File: src/rtl/mem_arbiter.sv
// Two-port round-robin arbiter in front of a single-port synchronous RAM.
// One transaction in flight: IDLE (grant) -> ACCESS -> RESP (reads only).
module mem_arbiter #(
  parameter int ADDR_W = 10,
  parameter int DATA_W = 32
) (
  input  logic              CLK,
  input  logic              RST,
  input  logic              req0,
  input  logic              req1,
  input  logic              we0,
  input  logic              we1,
  input  logic [ADDR_W-1:0] addr0,
  input  logic [ADDR_W-1:0] addr1,
  input  logic [DATA_W-1:0] wdata0,
  input  logic [DATA_W-1:0] wdata1,
  output logic              gnt0,
  output logic              gnt1,
  output logic              done0,
  output logic              done1,
  output logic [DATA_W-1:0] rdata0,
  output logic [DATA_W-1:0] rdata1,
  output logic              busy,
  output logic              MemWrite,
  output logic              MemRead,
  output logic [ADDR_W-1:0] address,
  output logic [DATA_W-1:0] write_data,
  input  logic [DATA_W-1:0] read_data,
  output logic [1:0]        dbg_state
);

  typedef enum logic [1:0] {IDLE = 2'd0, ACCESS = 2'd1, RESP = 2'd2} state_t;

  state_t              state_q, state_d;
  logic                last_q, last_d;
  logic                port_q, port_d;
  logic                we_q, we_d;
  logic [ADDR_W-1:0]   addr_q, addr_d;
  logic [DATA_W-1:0]   wdata_q, wdata_d;
  logic [DATA_W-1:0]   rdata0_q, rdata0_d, rdata1_q, rdata1_d;
  logic                rd_done0_q, rd_done0_d, rd_done1_q, rd_done1_d;
  logic                grant, pick;

  always_ff @(posedge CLK) begin
    if (RST) begin
      state_q    <= IDLE;
      last_q     <= 1'b1;
      port_q     <= 1'b0;
      we_q       <= 1'b0;
      addr_q     <= '0;
      wdata_q    <= '0;
      rdata0_q   <= '0;
      rdata1_q   <= '0;
      rd_done0_q <= 1'b0;
      rd_done1_q <= 1'b0;
    end else begin
      state_q    <= state_d;
      last_q     <= last_d;
      port_q     <= port_d;
      we_q       <= we_d;
      addr_q     <= addr_d;
      wdata_q    <= wdata_d;
      rdata0_q   <= rdata0_d;
      rdata1_q   <= rdata1_d;
      rd_done0_q <= rd_done0_d;
      rd_done1_q <= rd_done1_d;
    end
  end

  // Tie goes to the port not served last; a lone request always wins.
  always_comb begin
    grant      = 1'b0;
    pick       = 1'b0;
    state_d    = state_q;
    last_d     = last_q;
    port_d     = port_q;
    we_d       = we_q;
    addr_d     = addr_q;
    wdata_d    = wdata_q;
    rdata0_d   = rdata0_q;
    rdata1_d   = rdata1_q;
    rd_done0_d = 1'b0;
    rd_done1_d = 1'b0;
    case (state_q)
      IDLE: begin
        if (!RST && (req0 || req1)) begin
          grant   = 1'b1;
          pick    = (req0 && req1) ? ~last_q : req1;
          last_d  = pick;
          port_d  = pick;
          we_d    = pick ? we1 : we0;
          addr_d  = pick ? addr1 : addr0;
          wdata_d = pick ? wdata1 : wdata0;
          state_d = ACCESS;
        end
      end
      ACCESS: state_d = we_q ? IDLE : RESP;
      RESP: begin
        if (port_q) begin
          rdata1_d   = read_data;
          rd_done1_d = 1'b1;
        end else begin
          rdata0_d   = read_data;
          rd_done0_d = 1'b1;
        end
        state_d = IDLE;
      end
      default: state_d = IDLE;
    endcase
  end

  // Write completion is combinational in ACCESS; read completion is registered.
  logic wr_done;
  assign wr_done    = (state_q == ACCESS) && we_q && !RST;
  assign gnt0       = grant && !pick;
  assign gnt1       = grant && pick;
  assign done0      = (wr_done && !port_q) || rd_done0_q;
  assign done1      = (wr_done && port_q) || rd_done1_q;
  assign rdata0     = rdata0_q;
  assign rdata1     = rdata1_q;
  assign busy       = (state_q != IDLE);
  assign MemWrite   = (state_q == ACCESS) && we_q;
  assign MemRead    = (state_q == ACCESS) && !we_q;
  assign address    = (state_q == ACCESS) ? addr_q : '0;
  assign write_data = (state_q == ACCESS) ? wdata_q : '0;
  assign dbg_state  = state_q;

endmodule
File: config.mk
export PLATFORM = sky130hd
export DESIGN_NAME = mem_arbiter
export DESIGN_NICKNAME = d
export VERILOG_FILES = /design/src/rtl/mem_arbiter.sv
export SDC_FILE = /design/constraint.sdc
export NUM_CORES = 1
export LEC_CHECK = 0
export ABC_AREA = 1
export CAP_MARGIN = 20
export CORE_UTILIZATION = 42
export CTS_CLUSTER_DIAMETER = 40
export DETAILED_ROUTE_END_ITERATION = 10
export PLACE_DENSITY_LB_ADDON = 0.08
export SYNTH_ARGS = -nofsm -noshare
export SYNTH_HDL_FRONTEND = slang
export SYNTH_SLANG_ARGS = --single-unit
File: constraint.sdc
create_clock -name CLK -period 1.7 [get_ports CLK]
set_input_delay 0.34 -clock CLK [delete_from_list [all_inputs] [get_ports CLK]]
set_output_delay 0.34 -clock CLK [all_outputs]
set_load 0.05 [all_outputs]
# == Word level (Yosys, flattened, before mapping) ==
# Index checks and enable logic that the tools add are counted.
# Widths: inputs -> output; s select.
# classes
n_eq_ne,3
muxes,15
bitwise,3
reduce_logical,22
# op_table
cell,n
$mux 32,2
$mux 10,2
$logic_and 1x1->1,9
$mux 1,8
$reduce_and 2->1,3
$logic_not 1->1,4
$mux 2,2
$pmux 2 s2,1
$logic_or 1x1->1,3
$not 1->1,3
$eq 2x1->1 const B,1
$eq 2x2->1 const B,1
$logic_not 2->1,1
$ne 2x2->1 const B,1
$reduce_bool 2->1,1
$reduce_or 2->1,1
# word_totals
reg_bits,113
in_bits,122
out_inout_bits,115
wordCells,53

# == Depth between registers and ports, before layout ==
# depth
ltp_word,6
mapped_depth,8
ltp_nobuf,6

# == Least setup slack after synthesis ==
# Ideal clock, no wire load.
# synth_timing
kind,register to output
startpoint,"register state_q[0], in the netlist dbg_state[0]"
endpoint,output MemRead
t_arrival_ps,1866
required_ps,1360
slack_ps,-506
stages_incl_launch_ff,4
path_buffers,1
cell_sequence,dfxtp_1 > nand2_1 > buf_2 > nor2_1
# synth_via
elab_chain_len,2
# synth_rtl
element,line_no,rtl
from (decl),34,"state_t state_q, state_d;"
from (signal assigned),57,state_q <= state_d;
$eq 2x1->1,123,assign MemRead = (state_q == ACCESS) && !we_q;
$logic_and 1x1->1,123,
to (decl),25,"output logic MemRead,"
# No other way between the ends.

# == Final worst setup path ==
# layout_timing
startpoint,"register state_q[1], in the netlist dbg_state[1]"
endpoint,output write_data[30]
# layout_via
elab_chain_len,2
# layout_rtl
element,line_no,rtl
$eq 2x1->1,125,assign write_data = (state_q == ACCESS) ? wdata_q : '0;
$mux 32,125,
to (decl),27,"output logic [DATA_W-1:0] write_data,"
# No other way between the ends.

==> flow_summary.toml <==
[sta]
worst_hold_slack_ns = 0.3625
fmax_mhz = 574.6
finalMaxSlewViolations = 0
finClkSkew_ns = 0.006767
fin_crit_ns = 1.740
fin_ws_ns = -0.04029
period_share_pct = 102.4
final-hold-violation-count = 0
setup_viol = 41
finalSetupTns_ns = -0.6400
relSlewSlack_pct = 70.64
rsz0062_at_grt = "true"
worst_pin_slew_ns = 0.4405

[logic_synthesis]
avgSynthCellArea_um2 = 6.510
ys_types = 21
synthFlopType = "dfxtp_1"
synth_nets = 929
async_flop_share_pct = 0
synth_cells = 807
yosys_warnings = 0
yosysTopAreaCellShare_pct = 43.06
synth_edf_count = 0
synth.area.top_cells = "dfxtp_1 43%, nand2_1 20%, nand3_1 8.6%"
yosysMostFrequentCell = "nand2_1"
yosys.area.top_type = "dfxtp_1"
synth-seq-cells = 113
synthesis.area_um2 = 5254
ys_seq_area_share_pct = 43.06
synth.top_cells.by_count = "274 x nand2_1, 113 x dfxtp_1, 112 x nor2_1, 90 x nand3_1, 85 x inv_1"

[min_path]
hold_class = "in -> reg"
min_from = "req1"

[routing]
drt_iter0_drc = 461
routed_wl_um = 16050
drc_errors = 0
dr.pass1.iters = 5
routed_via_density = 4.693
postRouteAntennaNets = 0
wire_per_inst_um = 13.21
vias = 5702

[cells_and_area]
nNetsFinal = 1156
syn2layout_area_growth_pct = 67.92
n_antenna_cell = 0
final_area_um2 = 8822
drive_above_1_share_pct = 22.83

[grt]
grt_max_degree = 78
first_global_vias = 5335
grt_remaining_overflow = 0
grt_pass1_wl_um = 25990
grt_antenna_before_repair = 0
grt.total_usage_pct = 25.53

[power_and_ir_drop]
power_w = 0.008615
p_leak_nw = 4.103
power_density_nw_per_um2 = 976.5
vdd_drop_max_mv = 0.6868

[placed_design]
dp_hpwl_um = 10490
pre_cts_ws_ns = -0.1095
placedInstanceArea_um2 = 7928
io_buffer_count = 236
gp_congestion = 0.7925

[critical_path]
start_kind = "flip-flop"
slowest_stage = "dfxtp_2"
r2r_start = "dbg_state[1]"
crit_start = "dbg_state[1]"
worstPathRequired_ns = 1.36
crit_family = "buffers and inverters"
endpoint_kind = "primary output"
cp_cell_sequence = "inv_4 -> nand2_8 -> buf_12 -> nor2_2 -> buf_6"
critPathBufInv = 3
setup.worst_path.class = "reg -> out"
slowest_delay_ns = 0.35
crit_fanout = 9
cp.arrival_ns = 1.40

[cts]
ctsHtreeMaxLevel = 4
cts_tree = "built"
clock_tree.root_cell = "clkbuf_16"
cts_sinks = 113
clkLatencyLatePin_ns = 0.40
cts_buffers = 17
clkTransAtPathRegs_ns = 0.06
cts.path.max_buffers = 2

[floorplan]
core_area_um2 = 12110
ios = 237
die_w_um = 113.8
dieHeight_um = 113.8
initial_core_util_pct = 43.38
dieArea_um2 = 12960
row_count = 40

[outcome]
outcome = "finished with violations"
violations = "setup timing"

[run]
drv_cap = 0
[worst reg2reg max path, stage by stage (launching register included)]
cell	delay (ns)
dfxtp_2	0.38
buf_4	0.40
nand3_2	0.16
buf_12	0.22
nand2_1	0.12
nand2_1	0.07
nor2_1	0.11
[power by group]
group / leakage, nW / switching (W) / internal [W]
sequential: 0.922 / 0.0000895 / 0.00281
clock: 0.306 / 0.00133 / 0.00248
combinational: 2.87 / 0.00115 / 0.000759
[path summary, 6_finish.rpt]
path                    endpoint  slack (ns)  depth (start not counted)
hold / removal        wdata_q[2]        0.36                          5
hold reg to reg       rdata1[14]        0.46                          2
setup reg to reg       rdata0[3]        0.17                          6
setup / recovery  write_data[30]       -0.04                          5
[layout by cell type, fill, tap and decap left out]
cell type	n
nor2_2	3
clkinvlp_4	2
buf_4	86
nor2_8	1
nor2_1	68
clkbuf_16	17
nor2_4	42
nand4_1	33
dfxtp_2	1
clkdlybuf4s50_1	118
nor3_1	1
nand2_1	272
a21oi_1	32
dfxtp_1	111
nand2_8	1
bufinv_16	4
clkinv_4	4
inv_2	3
inv_1	82
o21bai_2	2
buf_2	2
inv_6	4
buf_8	9
nand2_4	2
nand3_1	89
clkbuf_1	1
buf_6	34
dfxtp_4	1
clkinv_2	1
nand3_2	2
inv_4	1
dlygate4sd2_1	1
nand2_2	1
buf_12	16
[state kept, by name (all words and copies together), names as in the netlist]
register,cells
rdata0,32
rdata1,32
wdata_q,32
addr_q,10
dbg_state,2
last_q,1
port_q,1
rd_done0_q,1
rd_done1_q,1
we_q,1
[per-stage QoR]
step | instances | util (%)
after detailed placement | 1180 | 65.45
after CTS | 1214 | 72.27
after global routing | 1215 | 72.84
final | 1215 | 72.84
after global placement | 1180 | 65.45
after floorplan | 807 | -
[cell type report]
type	count	area, um2
Clock buffer	18	429.2
Sequential cell	113	2267
Fill cell	1015	3289
Timing Repair Buffer	266	2684
Inverter	87	332.8
Clock inverter	14	202.7
Tap cell	168	210.2
Multi-Input combinational cell	549	2696
[layer usage]
metal | vias to the layer above | GRT usage (%) | part of all wire (%)
li1 | 2950 | - | -
met4 | 0 | 9.177 | 1.9
met1 | 2559 | 30.79 | 42
met5 | - | 0 | 0
met3 | 23 | 7.226 | 6.6
met2 | 170 | 43.41 | 50
[timing repair]
item	CTS	global route
hold buffers	0	0
pin swaps	1	0
resized for setup	46	17
hold endpoints to repair	0	0
buffers inserted	2	1
endpoints found under the setup margin	49	48
[kinds of logic (layout without fill, tap and decap cells)]
family | Yosys count | in the layout | share of synthesized area [%]
buffers and inverters | 145 | 385 | 12.31
DFF | 113 | 113 | 43.06
AOI/OAI and AO/OA | 34 | 34 | 3.334
and+or+nand+nor | 515 | 515 | 41.30
Power figures use the tool's default switching activity.
